`config.mk`:
```
export PLATFORM = sky130hd
export DESIGN_NAME = operand_fetch_stage
export DESIGN_NICKNAME = d
export VERILOG_FILES = /design/src/rtl/operand_fetch_stage.sv
export SDC_FILE = /design/constraint.sdc
export NUM_CORES = 1
export LEC_CHECK = 0
export ABC_AREA = 0
export CAP_MARGIN = 5
export CORE_MARGIN = 5
export CORE_UTILIZATION = 35
export DETAILED_ROUTE_END_ITERATION = 6
export DONT_BUFFER_PORTS = 1
export PLACE_DENSITY_LB_ADDON = 0.05
export SLEW_MARGIN = 40
export SYNTH_ARGS = -nofsm -noshare
export SYNTH_HDL_FRONTEND = slang
export SYNTH_SLANG_ARGS = --single-unit
```
`constraint.sdc`:
```
create_clock -name clock -period 3.26 [get_ports clock]
set_input_delay 0.815 -clock clock [delete_from_list [all_inputs] [get_ports clock]]
set_output_delay 0.815 -clock clock [all_outputs]
set_load 0.005 [all_outputs]
```
`src/rtl/operand_fetch_stage.sv`:
```
// operand_fetch_stage: ID->EX register stage with RAW forwarding, hazard stall and bubble insertion.
// Define OPERAND_FORWARD_EN to forward from EX/MEM and MEM/WB; otherwise dependents wait for the register bank.
module operand_fetch_stage #(
  parameter int DATA_W = 32,
  parameter int REG_AW = 5,
  parameter int CTRL_W = 16
) (
  input  logic              clock,
  input  logic              reset_n,
  input  logic              id_valid_i,
  input  logic [REG_AW-1:0] id_rs_i,
  input  logic [REG_AW-1:0] id_rt_i,
  input  logic [REG_AW-1:0] id_rd_i,
  input  logic              id_use_rs_i,
  input  logic              id_use_rt_i,
  input  logic              id_regWrite_i,
  input  logic              id_memRead_i,
  input  logic [CTRL_W-1:0] id_ctrl_i,
  input  logic [DATA_W-1:0] rf_data1_i,
  input  logic [DATA_W-1:0] rf_data2_i,
  input  logic              exm_regWrite_i,
  input  logic              exm_memRead_i,
  input  logic [REG_AW-1:0] exm_rd_i,
  input  logic [DATA_W-1:0] exm_data_i,
  input  logic              wb_regWrite_i,
  input  logic [REG_AW-1:0] wb_rd_i,
  input  logic [DATA_W-1:0] wb_data_i,
  input  logic              flush_i,
  input  logic              ex_ready_i,
  output logic              id_stall_o,
  output logic              ex_valid_o,
  output logic              ex_regWrite_o,
  output logic              ex_memRead_o,
  output logic [REG_AW-1:0] ex_rs_o,
  output logic [REG_AW-1:0] ex_rt_o,
  output logic [REG_AW-1:0] ex_rd_o,
  output logic [CTRL_W-1:0] ex_ctrl_o,
  output logic [DATA_W-1:0] ex_opA_o,
  output logic [DATA_W-1:0] ex_opB_o
);
`ifdef OPERAND_FORWARD_EN
  localparam bit FWD = 1'b1;
`else
  localparam bit FWD = 1'b0;
`endif
  typedef struct packed {
    logic              valid;
    logic              reg_write;
    logic              mem_read;
    logic [REG_AW-1:0] rs;
    logic [REG_AW-1:0] rt;
    logic [REG_AW-1:0] rd;
    logic [CTRL_W-1:0] ctrl;
    logic [DATA_W-1:0] op_a;
    logic [DATA_W-1:0] op_b;
  } ex_t;
  ex_t ex_q, ex_d;
  logic own_rs, own_rt, exm_rs, exm_rt, wb_rs, wb_rt, hazard;
  logic [DATA_W-1:0] op_a, op_b;
  function automatic logic hit(input logic u, input logic [REG_AW-1:0] s,
                               input logic w, input logic [REG_AW-1:0] d);
    return u && s != '0 && w && d == s;
  endfunction
  function automatic logic [DATA_W-1:0] pick(input logic u, input logic [REG_AW-1:0] s,
                                             input logic fx, input logic fw,
                                             input logic [DATA_W-1:0] rf);
    return !u ? rf : s == '0 ? '0 : fx ? exm_data_i : fw ? wb_data_i : rf;
  endfunction
  assign own_rs = hit(id_use_rs_i, id_rs_i, ex_q.valid & ex_q.reg_write, ex_q.rd);
  assign own_rt = hit(id_use_rt_i, id_rt_i, ex_q.valid & ex_q.reg_write, ex_q.rd);
  assign exm_rs = hit(id_use_rs_i, id_rs_i, exm_regWrite_i, exm_rd_i);
  assign exm_rt = hit(id_use_rt_i, id_rt_i, exm_regWrite_i, exm_rd_i);
  assign wb_rs  = hit(id_use_rs_i, id_rs_i, wb_regWrite_i, wb_rd_i);
  assign wb_rt  = hit(id_use_rt_i, id_rt_i, wb_regWrite_i, wb_rd_i);
  // without forwarding any in-flight producer blocks the reader until it reaches the bank
  assign hazard = id_valid_i & (own_rs | own_rt | ((exm_rs | exm_rt) & (exm_memRead_i | ~FWD))
                                | ((wb_rs | wb_rt) & ~FWD));
  assign id_stall_o = hazard | (id_valid_i & ~ex_ready_i);
  assign op_a = pick(id_use_rs_i, id_rs_i, FWD & exm_rs & ~exm_memRead_i, FWD & wb_rs, rf_data1_i);
  assign op_b = pick(id_use_rt_i, id_rt_i, FWD & exm_rt & ~exm_memRead_i, FWD & wb_rt, rf_data2_i);
  always_comb begin
    ex_d = ex_q;
    if (flush_i || (ex_ready_i && hazard)) begin
      ex_d.valid     = 1'b0;
      ex_d.reg_write = 1'b0;
      ex_d.mem_read  = 1'b0;
      ex_d.ctrl      = '0;
    end else if (ex_ready_i) begin
      ex_d.valid     = id_valid_i;
      ex_d.reg_write = id_valid_i & id_regWrite_i;
      ex_d.mem_read  = id_valid_i & id_memRead_i;
      ex_d.rs        = id_rs_i;
      ex_d.rt        = id_rt_i;
      ex_d.rd        = id_rd_i;
      ex_d.ctrl      = id_valid_i ? id_ctrl_i : '0;
      ex_d.op_a      = op_a;
      ex_d.op_b      = op_b;
    end
  end
  always_ff @(posedge clock or negedge reset_n)
    if (!reset_n) ex_q <= '0;
    else ex_q <= ex_d;
  assign ex_valid_o    = ex_q.valid;
  assign ex_regWrite_o = ex_q.reg_write;
  assign ex_memRead_o  = ex_q.mem_read;
  assign ex_rs_o       = ex_q.rs;
  assign ex_rt_o       = ex_q.rt;
  assign ex_rd_o       = ex_q.rd;
  assign ex_ctrl_o     = ex_q.ctrl;
  assign ex_opA_o      = ex_q.op_a;
  assign ex_opB_o      = ex_q.op_b;
endmodule

```
Yosys cells after proc, flatten, opt, wreduce, memory -nomap -nowiden:

Index checks and enable logic that the tools add are counted.

* output and inout port bits: 99
* register bits after elaboration: 98

* mux-type cells: 8
* bitwise logic cells: 13
* reduce and logical (&&, ||, !) cells: 22
* equal/unequal tests: 6

Operators by type and width (count)
* $mux W32: 4
* $mux W98: 1
* $mux W16: 2
* $eq A5 B5 Y1: 6
* $logic_and A1 B1 Y1: 15
* $logic_not A5 Y1: 2
* $reduce_bool A5 Y1: 2
* $or A1 B1 Y1: 6
* $and A1 B1 Y1: 5
* $mux W3: 1
* $not A1 Y1: 2
* $reduce_and A2 Y1: 1
* $reduce_bool A2 Y1: 1
* $logic_or A1 B1 Y1: 1

Logic depth before layout (Yosys ltp):

* depth in word-level cells: 12
* depth in mapped cells: 10
* gate-level depth less buffers: 6

Worst setup path before layout:

OpenSTA, ideal clock, no wires.

* path type: input -> output
* start point: in id_rt_i[4]
* end point: out id_stall_o
* required time: 2.445 ns
* cell stages on the path: 8
* arrival: 2.173 ns
* path slack: 0.272 ns
* buffers on the path: 2
* cell sequence: clkbuf_1 > xor2_1 > nor4_1 > nand3_1 > a31oi_1 > nor2_1 > clkbuf_1 > a21oi_1

* longest elaborated chain between the ends: 9

RTL lines
* start, declared: RTL line 12 `input logic [REG_AW-1:0] id_rt_i,`
* $reduce_bool A5 Y1: RTL line 62 `return u && s != '0 && w && d == s;`
* $logic_and A1 B1 Y1 (3 in a row): RTL line 62
* $or A1 B1 Y1 (2 in a row): RTL line 76 `assign hazard = id_valid_i & (own_rs | own_rt | ((exm_rs | exm_rt) & (exm_memRead_i | ~FWD))`
* $or A1 B1 Y1 (*): RTL line 77 `| ((wb_rs | wb_rt) & ~FWD));`
* $and A1 B1 Y1 (*): RTL line 76
* $or A1 B1 Y1 (*): RTL line 78 `assign id_stall_o = hazard | (id_valid_i & ~ex_ready_i);`
* end, declared: RTL line 30 `output logic id_stall_o,`

Every way passes the cells marked *; elsewhere a longest branch is shown, timed or not.

Final worst setup path:

* start point: reg ex_q, in the netlist ex_rd_o[2]
* end point: out id_stall_o

* longest elaborated chain between the ends: 7

RTL lines
* start, declared: RTL line 57 `ex_t ex_q, ex_d;`
* start signal, assigned: RTL line 101 `if (!reset_n) ex_q <= '0;`
* start signal, assigned: RTL line 102 `else ex_q <= ex_d;`
* $eq A5 B5 Y1: RTL line 62
* $logic_and A1 B1 Y1: RTL line 62
* $or A1 B1 Y1 (*) (2 in a row): RTL line 76
* $or A1 B1 Y1 (*): RTL line 77
* $and A1 B1 Y1 (*): RTL line 76
* $or A1 B1 Y1 (*): RTL line 78

Marks and branches as above.

==> impl_results.md <==
* CTS HTree Levels at 3
* Synth Instances at roughly 430
* Mapped Avg Cell Area at 10.82 sq um
* GRT Util Overall at roughly 15%
* Cts repair resizes at 0
* First-pass GRT wire length at between 15000 and 20000 microns
* P&R area growth vs syn at 9.968%
* IO Pins at 280
* CP Max Fanout at 4
* Crit-path cells: xor2_1 > nor4_1 > nand4_1 > a31oi_1 > nor2_1 > a21oi_1
* Synth Register Bits at 98
* Initial antenna violation count at 1
* GRT Residual Overflow at 0
* Hold Crit Class: primary input to asynchronous set/reset pin
* Max_cap viols at 0
* Final-report setup violation count at 0
* CTS Hold Buffers Added at 0
* CP arrival at about 2.3 ns
* Routability-driven placement congestion ratio at approximately 0.8
* Top_reg_cell synth: dfrtp_1
* Slowest stage delay, CP at approximately 0.45 ns
* Skew final at 0.007936 ns
* Worst slew margin at 52.02%
* Number of global-route vias before repair at 3268
* DRT Pass-1 Iters at 4
* Synth area leader: dfrtp_1
* Max Fclk at roughly 320 MHz
* # port buffers at 0
* Maximum VDD drop at 0.0002688 V
* CTS buffer count at 9
* FFs w/ async S/R, synth at between 90% and 100%
* Yosys warning count at 0
* Rows at 42
* Pwr Density at 570.1 nW/um^2
* Via Count at between 2000 and 3000
* Worst setup margin at approximately 0.18 ns
* RSZ-0062 raised after global routing: no
* N_diodes at 0
* Reg2reg setup slack at 0.82 ns
* Slew @ Worst Pin at a little over 0.7 ns
* Slowest CP cell: dfrtp_1
* Period utilization at a little over nine tenths
* Largest net degree at the start of global routing at 99
* Terminus of the critical flop-to-flop path: ex_rd_o[3]$_DFFE_PN0P_
* Clk buf depth at 2
* Critical path origin: ex_rd_o[2]$_DFFE_PN0P_
* Worst path required time at about 2.4 ns
* Placement Setup Slack at about 0.16 ns
* Die ar. at approximately 16000 sq um
* Synth Net Count at between 600 and 700
* Initial Util at a little over a third
* Power, Total at a little under 3 mW
* Post-Route WL at roughly 12000 microns
* Outcome: finished, final reports clean
* CP endpoint kind: output port
* ANT nets after route at 0
* Crit path kind: flop to output port
* Endpoints failing hold at 0
* Die W at 125.0 microns
* Fin. max-slew vios at 0
* Total core area at 13090 sq um
* Layout cells sized above 1 at under 10%
* Reg clk slew, reported paths at about 0.070 ns
* CTS tree: yes
* Vias/cell at between 4 and 5
* EDFF count, synth at 0
* Sink Count at 98
* Wire per inst at 19.34 microns
* Cell Area, Synth at 4632 sq um
* Number of setup buffers added after CTS at 0
* Fin nets at 602
* Cell family with the largest share of critical-path delay: simple AND/OR/NAND/NOR gates
* Worst Setup Start Kind: flop
* P_leak at roughly 2.7 nW
* Clock Latency Late Sink at around 0.35 ns
* Tmin final at between 3 and 4 ns
* DP HPWL at ~8300 microns
* Root Driver: clkbuf_16
* Top cell type's share of synthesized area at 52.94%
* Distinct cell type count after synthesis at 31
* Drt initial violations at 92
* Reg-to-Reg Start: ex_rd_o[2]$_DFFE_PN0P_
* Depth of the most critical reg-to-reg path at 7
* Register area share after synthesis at between 50% and 60%
* DRC violations left at 0
* Synth top area cells: dfrtp_1 (53%), mux2i_1 (14%), inv_1 (5.4%)
* Crit path buffers/inverters at 0
* Die Height at 125.0 microns
* TNS Setup at 0 ns
## how the worst max path moves through the flow
stage	to	slack, ns	cells after the start
3_5_place_dp	id_stall_o	0.16	6
6_report	id_stall_o	0.18	6
4_1_cts	id_stall_o	0.10	6
5_1_grt	id_stall_o	0.02	6
2_1_floorplan	id_stall_o	0.27	8
3_3_place_gp	id_stall_o	0.17	6
## per-stage QoR
stage / utilization (%) / instances / hold WS [ns] / area (sq um)
4_1_cts: 38.93 / 602 / 0.1388 / 5094
5_1_grt: 38.93 / 602 / 0.1333 / 5094
6_report: 38.93 / 602 / 0.1551 / 5094
3_5_place_dp: 36.66 / 586 / 0.5224 / 4797
2_1_floorplan: - / 428 / 0.5053 / 4632
3_3_place_gp: 36.64 / 586 / 0.5226 / 4795
## kinds of logic after synthesis
family / count (synthesis) / share of synthesized area (%)
flops: 98 / 52.94
simple gates: 103 / 10.13
mux: 79 / 17.48
buf+inv: 91 / 8.455
xor+xnor: 30 / 5.673
compound gates: 27 / 5.322
## per-layer routing
metal	share of wire, %	global-route usage (%)
met5	0	0
met4	2.1	6.378
met2	47	23.73
met1	39	17.58
met3	12	7.804
## synth_stat cells (3+ instances only)
cell type	instances
a41o_1	17
and2_1	17
buf_4	6
clkbuf_1	14
dfrtp_1	98
inv_1	67
mux2_1	4
mux2_2	11
mux2i_1	64
nand2_1	66
nand3_1	3
nor2_1	4
nor4_1	6
xnor2_1	6
xor2_1	24
## power breakdown
part / total [mW] / switching, mW / internal [mW] / leakage [nW]
registers: 1.54 / 0.156 / 1.38 / 1.18
logic: 0.293 / 0.141 / 0.153 / 1.34
clock network: 1.07 / 0.457 / 0.614 / 0.149
total: 2.90 / 0.753 / 2.15 / 2.67
## worst reg2reg max path: cells and delay by family (launching register included)
family / cells / cell delay [ns]
flip-flops: 1 / 0.45
AO/OA/AOI/OAI: 2 / 0.53
XOR/XNOR: 1 / 0.19
multiplexers: 1 / 0.37
AND/OR/NAND/NOR: 2 / 0.56
buffers and inverters: 1 / 0.22
## cell type report
| cell class | count | area [sq um] |
|---|---|---|
| Inverter | 67 | 251.5 |
| Fill cell | 1292 | 7991 |
| Clock buffer | 11 | 242.7 |
| Multi-Input combinational cell | 239 | 1803 |
| Tap cell | 176 | 220.2 |
| Sequential cell | 98 | 2452 |
| Timing Repair Buffer | 6 | 70.07 |
| Clock inverter | 5 | 53.80 |
## layout by cell type (no fill, tap or decap), types with 3 or more instances in the layout
| master | Yosys | layout |
|---|---|---|
| a41o_1 | 17 | 17 |
| and2_1 | 17 | 17 |
| buf_4 | 6 | 4 |
| clkbuf_16 | 0 | 9 |
| clkinv_2 | 0 | 3 |
| dfrtp_1 | 98 | 98 |
| inv_1 | 67 | 67 |
| mux2_1 | 4 | 4 |
| mux2_2 | 11 | 11 |
| mux2i_1 | 64 | 64 |
| nand2_1 | 66 | 66 |
| nand3_1 | 3 | 3 |
| nor2_1 | 4 | 3 |
| nor4_1 | 6 | 6 |
| xnor2_1 | 6 | 6 |
| xor2_1 | 24 | 24 |
## state kept, by name (all words and copies together), names as in the netlist
name,flops
ex_rt_o,5
ex_rd_o,5
ex_rs_o,5
ex_valid_o,1
ex_opB_o,32
ex_memRead_o,1
ex_opA_o,32
ex_regWrite_o,1
ex_ctrl_o,16
Note: power is estimated with default switching activity, not from simulation.
